File: config.mk
export PLATFORM = sky130hd
export DESIGN_NAME = hamming_secded_decoder
export DESIGN_NICKNAME = d
export VERILOG_FILES = /design/src/rtl/hamming_secded_decoder.sv
export SDC_FILE = /design/constraint.sdc
export NUM_CORES = 1
export LEC_CHECK = 0
export CORE_MARGIN = 1.5
export CORE_UTILIZATION = 44
export DETAILED_ROUTE_END_ITERATION = 8
export GPL_ROUTABILITY_DRIVEN = 0
export MAX_ROUTING_LAYER = met4
export SYNTH_ARGS = -nofsm -noshare
export SYNTH_HDL_FRONTEND = slang
export SYNTH_SLANG_ARGS = --single-unit
File: constraint.sdc
create_clock -name clk -period 6.7 [get_ports clk]
set_input_delay 1.675 -clock clk [delete_from_list [all_inputs] [get_ports clk]]
set_output_delay 1.675 -clock clk [all_outputs]
set_load 0.03 [all_outputs]
File: src/rtl/hamming_secded_decoder.sv
`default_nettype none
// ============================================================================
// Module   : hamming_secded_decoder
// Brief    : Hamming(16,11) SECDED decoder walking encoded words in byte memory.
//            Optional error counters enabled by `define HAMMING_DEC_ERRCNT_EN.
// Revision : 1.0 - initial release
// ============================================================================
module hamming_secded_decoder #(
    parameter int NUM_MSG  = 15,
    parameter int SRC_BASE = 30,
    parameter int DST_BASE = 0,
    parameter int AW       = 8
) (
    input  logic          clk,
    input  logic          reset,
    input  logic          req,
    output logic          done,
    output logic [AW-1:0] mem_addr,
    input  logic [7:0]    mem_rdata,
    output logic [7:0]    mem_wdata,
    output logic          mem_we,
    output logic          busy
`ifdef HAMMING_DEC_ERRCNT_EN
    ,
    output logic [7:0]    err1_cnt,
    output logic [7:0]    err2_cnt
`endif
);

    localparam int            IW         = (NUM_MSG > 1) ? $clog2(NUM_MSG) : 1;
    localparam logic [IW-1:0] c_last_idx = IW'(NUM_MSG - 1);
    localparam logic [AW-1:0] c_src_base = AW'(SRC_BASE);
    localparam logic [AW-1:0] c_dst_base = AW'(DST_BASE);

    typedef enum logic [2:0] {
        S_IDLE  = 3'd0,
        S_RD_LO = 3'd1,
        S_RD_HI = 3'd2,
        S_DEC   = 3'd3,
        S_WR_HI = 3'd4,
        S_WR_LO = 3'd5,
        S_DONE  = 3'd6
    } state_t;

    state_t        r_state;
    logic [IW-1:0] r_idx;
    logic [AW-1:0] r_src;
    logic [AW-1:0] r_dst;
    logic [7:0]    r_lo;
    logic [7:0]    r_hi;
    logic [10:0]   r_data;
    logic [1:0]    r_flag;
    logic [7:0]    r_err1_cnt;
    logic [7:0]    r_err2_cnt;

    logic [15:0]   w_word;
    logic [15:0]   w_fixed;
    logic [3:0]    w_syn;
    logic          w_par;
    logic [1:0]    w_flag;
    logic [10:0]   w_data;

    assign w_word = {r_hi, r_lo};

    // Syndrome is the XOR of the positions of all set bits; p0 covers the whole word.
    always_comb begin
        w_syn = 4'd0;
        for (int k = 1; k < 16; k++) begin
            if (w_word[k]) begin
                w_syn = w_syn ^ 4'(k);
            end
        end
        w_par   = ^w_word;
        w_fixed = w_word;
        if (w_par) begin
            w_fixed[w_syn] = ~w_word[w_syn];
        end
        if (w_par) begin
            w_flag = 2'b01;
        end else if (w_syn != 4'd0) begin
            w_flag = 2'b10;
        end else begin
            w_flag = 2'b00;
        end
        w_data = {w_fixed[15:9], w_fixed[7:5], w_fixed[3]};
    end

    // Write data is a pure decode of registered state, so it is glitch-free and 0 at idle.
    always_comb begin
        mem_wdata = 8'h00;
        if (r_state == S_WR_HI) begin
            mem_wdata = {r_flag, 3'b000, r_data[10:8]};
        end else if (r_state == S_WR_LO) begin
            mem_wdata = r_data[7:0];
        end
    end

    always_ff @(posedge clk) begin
        if (reset) begin
            r_state    <= S_IDLE;
            r_idx      <= '0;
            r_src      <= '0;
            r_dst      <= '0;
            r_lo       <= 8'h00;
            r_hi       <= 8'h00;
            r_data     <= 11'd0;
            r_flag     <= 2'b00;
            r_err1_cnt <= 8'h00;
            r_err2_cnt <= 8'h00;
            mem_addr   <= '0;
            mem_we     <= 1'b0;
            done       <= 1'b0;
            busy       <= 1'b0;
        end else begin
            mem_we <= 1'b0;
            case (r_state)
                S_IDLE, S_DONE: begin
                    if (r_state == S_DONE) begin
                        done <= 1'b1;
                        busy <= 1'b0;
                    end
                    if (req) begin
                        r_state    <= S_RD_LO;
                        r_idx      <= '0;
                        r_src      <= c_src_base;
                        r_dst      <= c_dst_base;
                        mem_addr   <= c_src_base;
                        r_err1_cnt <= 8'h00;
                        r_err2_cnt <= 8'h00;
                        busy       <= 1'b1;
                        done       <= 1'b0;
                    end
                end
                S_RD_LO: begin
                    r_lo     <= mem_rdata;
                    mem_addr <= r_src + AW'(1);
                    r_state  <= S_RD_HI;
                end
                S_RD_HI: begin
                    r_hi    <= mem_rdata;
                    r_state <= S_DEC;
                end
                S_DEC: begin
                    r_data   <= w_data;
                    r_flag   <= w_flag;
                    mem_addr <= r_dst + AW'(1);
                    mem_we   <= 1'b1;
                    if (w_flag == 2'b01 && r_err1_cnt != 8'hFF) begin
                        r_err1_cnt <= r_err1_cnt + 8'd1;
                    end
                    if (w_flag == 2'b10 && r_err2_cnt != 8'hFF) begin
                        r_err2_cnt <= r_err2_cnt + 8'd1;
                    end
                    r_state <= S_WR_HI;
                end
                S_WR_HI: begin
                    mem_addr <= r_dst;
                    mem_we   <= 1'b1;
                    r_state  <= S_WR_LO;
                end
                S_WR_LO: begin
                    r_src <= r_src + AW'(2);
                    r_dst <= r_dst + AW'(2);
                    if (r_idx == c_last_idx) begin
                        r_state <= S_DONE;
                    end else begin
                        r_idx    <= r_idx + IW'(1);
                        mem_addr <= r_src + AW'(2);
                        r_state  <= S_RD_LO;
                    end
                end
                default: r_state <= S_IDLE;
            endcase
        end
    end

`ifdef HAMMING_DEC_ERRCNT_EN
    assign err1_cnt = r_err1_cnt;
    assign err2_cnt = r_err2_cnt;
`else
    logic w_unused_cnt;
    assign w_unused_cnt = ^{r_err1_cnt, r_err2_cnt};
`endif

endmodule
`default_nettype wire

# --- Word-level counts from Yosys, hierarchy flattened ---
# Index checks and enable logic that the tools add are counted.
op_classes:
  n_eq_ne: 9
  add_sub_neg: 5
  n_bitwise: 15
  order_cmp: 2
  muxes: 42
  n_reduce_logical: 13
ops:
  columns: ["cell", "n"]
  rows:
  - ["$mux 4", 10]
  - ["$mux 8", 5]
  - ["$pmux 8 s5", 1]
  - ["$pmux 8 s2", 2]
  - ["$mux 3", 6]
  - ["$pmux 3 s6", 1]
  - ["$add 8x1->8 const B", 2]
  - ["$add 8x2->8 const B", 2]
  - ["$bwmux 16", 1]
  - ["$mux 16", 1]
  - ["$reduce_xor 16->1", 1]
  - ["$not 2->2", 6]
  - ["$not 3->3", 4]
  - ["$eq 3x3->1 const B", 3]
  - ["$mux 1", 8]
  - ["$mux 2", 4]
  - ["$pmux 4 s2", 1]
  - ["$eq 3x2->1 const B", 2]
  - ["$reduce_and 3->1", 2]
  - ["$lt 4x5->1 const B", 1]
  - ["$reduce_bool 5->1", 1]
  - ["$add 4x1->4 const B", 1]
  - ["$bmux 1 s4", 1]
  - ["$demux 1 s4", 1]
  - ["13 further kinds", 19]
word_totals:
  regBits: 63
  output_inout_bits: 19
  input_bits: 11
  elab_cells: 98

# --- Longest topological paths before layout ---
logic_depth:
  ltp_word: 32
  ltp_mapped: 11

# --- Worst setup path before layout ---
# OpenSTA, ideal clock, no wires.
synth_timing:
  kind: "flip-flop to output port"
  start: "register r_state[0]"
  end: "output mem_wdata[0]"
  arrival_ps: 1991
  path_buffers: 4
  stages_incl_launch_ff: 7
  slack_ps: 3034
  required_ps: 5025
  cell_sequence: "dfxtp_1 > clkbuf_1 > clkbuf_1 > buf_1 > clkbuf_1 > mux2i_1 > nor2_1"
synth_between:
  elab_chain_cells: 3
  word_cells_on_any_way: 4
  classes_between: "eq/ne (2); mux (2)"
synth_lines:
  columns: ["element", "line", "rtl"]
  rows:
  - ["start: declaration", "45", "state_t r_state;"]
  - ["start signal: assignment", "100", "r_state <= S_IDLE;"]
  - ["start signal: assignment", "123", "r_state <= S_RD_LO;"]
  - ["start signal: assignment", "137", "r_state <= S_RD_HI;"]
  - ["$eq 3x3->1", "93", "end else if (r_state == S_WR_LO) begin"]
  - ["$mux 8", "93", null]
  - ["$mux 8 *", "91", "if (r_state == S_WR_HI) begin"]
  - ["end: declaration", "20", "output logic [7:0] mem_wdata,"]
# Mark *: on every way between the ends. The rest lies on a longest branch, timed or not.

# --- Final worst setup path ---
layout_timing:
  start: "register r_state[1]"
  end: "output mem_wdata[4]"
# The elaborated chain is that of the path after synthesis.

==> results.sh <==
export IMPL_hold_violations=0
export IMPL_drt_iter0_drc=221
export IMPL_netlist_area_sq_um=3931
export IMPL_ys_ff_latch=61
export IMPL_drc=0
export IMPL_post_cts_buffers=0
export IMPL_cts_tree="done"
export IMPL_dp_hpwl_um=7062
export IMPL_worstReg2RegStart="r_state[1]$_SDFFE_PP0P_"
export IMPL_start_kind="register"
export IMPL_htreeDepth=3
export IMPL_grt_pass1_vias=3357
export IMPL_die_x_um=97.53
export IMPL_yosysUniqueCellTypes=53
export IMPL_synth_edff_count=0
export IMPL_worst_slew_pin_transition_ns=0.9873
export IMPL_synth_top_cell_area_share_pct=31.06
export IMPL_top_level_ports=30
export IMPL_synthFlopType="dfxtp_1"
export IMPL_yosysTopAreaCell="dfxtp_1"
export IMPL_required_ns=5.03
export IMPL_final_net_count=523
export IMPL_drt_pass1_iterations=5
export IMPL_hold_ws_ns=0.4581
export IMPL_drv_cap=0
export IMPL_avgViaCountPerCell=5.815
export IMPL_start_util_pct=45.30
export IMPL_ir_drop_mv=0.1163
export IMPL_rsz0062_at_grt="false"
export IMPL_cts_buffers=9
export IMPL_overflow=0
export IMPL_rrSetupSlack_ns=3.75
export IMPL_fp_dieH_um=97.53
export IMPL_avgSynthCellArea_sq_um=7.942
export IMPL_antenna_left=0
export IMPL_cts_hold_repair_buffers=0
export IMPL_wl_um=10140
export IMPL_wl_per_cell_um=16.35
export IMPL_seq_area_frac_synth_pct=31.06
export IMPL_power_density_nw_per_um2=241.8
export IMPL_min_period_ns=4.385
export IMPL_grt_use_total_pct=22.93
export IMPL_crit_fanout=30
export IMPL_placed_cells=604
export IMPL_antenna_found_initial=0
export IMPL_max_slew_margin_pct=34.09
export IMPL_clock_root_buffer="clkbuf_8"
export IMPL_fmax_ghz=0.2280
export IMPL_leakage_nw=1.493
export IMPL_hold_path_class="reg -> reg"
export IMPL_clk_latency_ns=0.36
export IMPL_clock_path_buffers=2
export IMPL_syn_nets=511
export IMPL_antenna_cells=0
export IMPL_async_flop_share_pct=0
export IMPL_setup_violations=0
export IMPL_grt_max_degree=63
export IMPL_min_delay_start="mem_addr[5]$_SDFFE_PP0P_"
export IMPL_setup_slack_ns=2.315
export IMPL_clk_pin_slew_ns=0.07
export IMPL_finalCritPeriodShare_pct=65.45
export IMPL_synth_area_top_cells="dfxtp_1, nor2_1, a21oi_1, mux2i_1, nand2_1"
export IMPL_rr_endpoint="mem_addr[7]$_SDFFE_PP0P_"
export IMPL_die_area_sq_um=9511
export IMPL_holdPathStages=2
export IMPL_instances_no_fill=620
export IMPL_core_sq_um=8678
export IMPL_crit_type="reg -> out"
export IMPL_yosysWarnings=0
export IMPL_rows=34
export IMPL_post_cts_resized=0
export IMPL_reg2reg_depth=5
export IMPL_cp_end_kind="output pin"
export IMPL_synthCells=495
export IMPL_holdPathEnd="mem_addr[5]$_SDFFE_PP0P_"
export IMPL_drive_above_1_share_pct=9.180
export IMPL_finClkSkew_ns=0.006102
export IMPL_grt_pass1_wl_um=16840
export IMPL_tns_ns=0
export IMPL_portBuffers=29
export IMPL_dp_slack_ns=2.711
export IMPL_clock_sinks=61
export IMPL_worstPathArrival_ns=2.71
export IMPL_status="finished, final reports clean"
export IMPL_slew_violations=0
export IMPL_vias=3605
export IMPL_area_growth_pct=13.40
synthesized netlist by cell type, types with 6 or more instances:
library cell / count
a211oi_1: 10
a21oi_1: 45
and2_1: 6
and3_1: 6
clkbuf_1: 29
dfxtp_1: 61
inv_1: 6
mux2i_1: 20
nand2_1: 43
nand2b_1: 15
nand3_1: 13
nand4_1: 7
nor2_1: 73
nor2b_1: 6
nor3_1: 11
nor4_1: 9
o211ai_1: 7
o21ai_0: 23
o22ai_1: 7
xnor2_1: 12
xnor2_2: 8
xor2_1: 11
cell usage in the layout, fill, tap and decap left out, drive strengths merged, types with 7 or more instances in the layout:
| cell | count |
|---|---|
| a211oi | 11 |
| a21oi | 45 |
| clkbuf | 10 |
| clkdlybuf4s50 | 28 |
| dfxtp | 61 |
| mux2i | 20 |
| nand2 | 43 |
| nand2b | 15 |
| nand3 | 13 |
| nand4 | 7 |
| nor2 | 73 |
| nor3 | 12 |
| nor4 | 14 |
| o211ai | 7 |
| o21ai | 24 |
| o22ai | 7 |
| xnor2 | 21 |
| xor2 | 15 |
per-layer routing:
layer,up-vias,GRT usage [%],wire [um]
li1,1805,-,-
met4,0,8.022,141
met5,-,-,0
met3,12,5.324,571
met2,97,34.19,4487
met1,1691,30.49,4936
sequential cells by signal, indices dropped and copies added, names as in the netlist:
name,cells
r_hi,8
mem_we,1
r_flag,2
r_src,7
mem_addr,8
r_state,3
r_dst,7
done,1
r_data,11
busy,1
r_lo,8
r_idx,4
cell families (layout without fill, tap and decap cells):
group | Yosys count | after routing | synth area share [%]
AOI/OAI and AO/OA | 128 | 128 | 20.69
xor gates and xnor gates | 39 | 39 | 12.60
adders and majority gates | 5 | 5 | 1.591
buffers and inverters | 37 | 54 | 3.533
DFF | 61 | 61 | 31.06
muxes | 20 | 20 | 5.092
other | 1 | 1 | 0.09539
and+or+nand+nor | 204 | 204 | 25.33
worst max path at each step:
stage / start / end / slack (ns) / depth (start not counted)
after floorplan: r_state[0]$_SDFFE_PP0P_ / mem_wdata[0] / 3.03 / 6
after global placement: r_state[1]$_SDFFE_PP0P_ / mem_wdata[3] / 2.71 / 3
after global routing: r_state[1]$_SDFFE_PP0P_ / mem_wdata[3] / 2.18 / 3
after detailed placement: r_state[1]$_SDFFE_PP0P_ / mem_wdata[3] / 2.71 / 3
after CTS: r_state[1]$_SDFFE_PP0P_ / mem_wdata[3] / 2.33 / 3
final: r_state[1]$_SDFFE_PP0P_ / mem_wdata[4] / 2.31 / 3
per-stage QoR:
| stage | total power, W | cell area, sq um | utilization (%) |
|---|---|---|---|
| finish | 0.001078 | 4458 | 51.37 |
| global route | 0.001135 | 4458 | 51.37 |
| CTS | 0.001083 | 4458 | 51.37 |
| detailed placement | 0.0007466 | 4258 | 49.06 |
| global placement | 0.0007423 | 4258 | 49.06 |
| floorplan | 0.0006656 | 3931 | - |
cell type report:
type / count / area, sq um
flip-flops and latches: 61 / 1221
well taps: 108 / 135.1
fillers: 882 / 4220
multi-input cells: 397 / 2571
repair buffers: 32 / 307.8
clock buffers: 10 / 137.6
clock inverters: 6 / 62.56
inverters: 6 / 22.52
critical path, stage by stage, from the launching register on:
cell	delay, ns
dfxtp_1	0.63
nor2b_1	0.76
and3_1	0.28
clkdlybuf4s50_1	0.68
power by group:
part	switching, W	internal [W]
clock network	0.000157	0.000180
logic	0.000207	0.000127
registers	0.0000256	0.000381
total	0.000389	0.000688
Power figures use the tool's default switching activity.
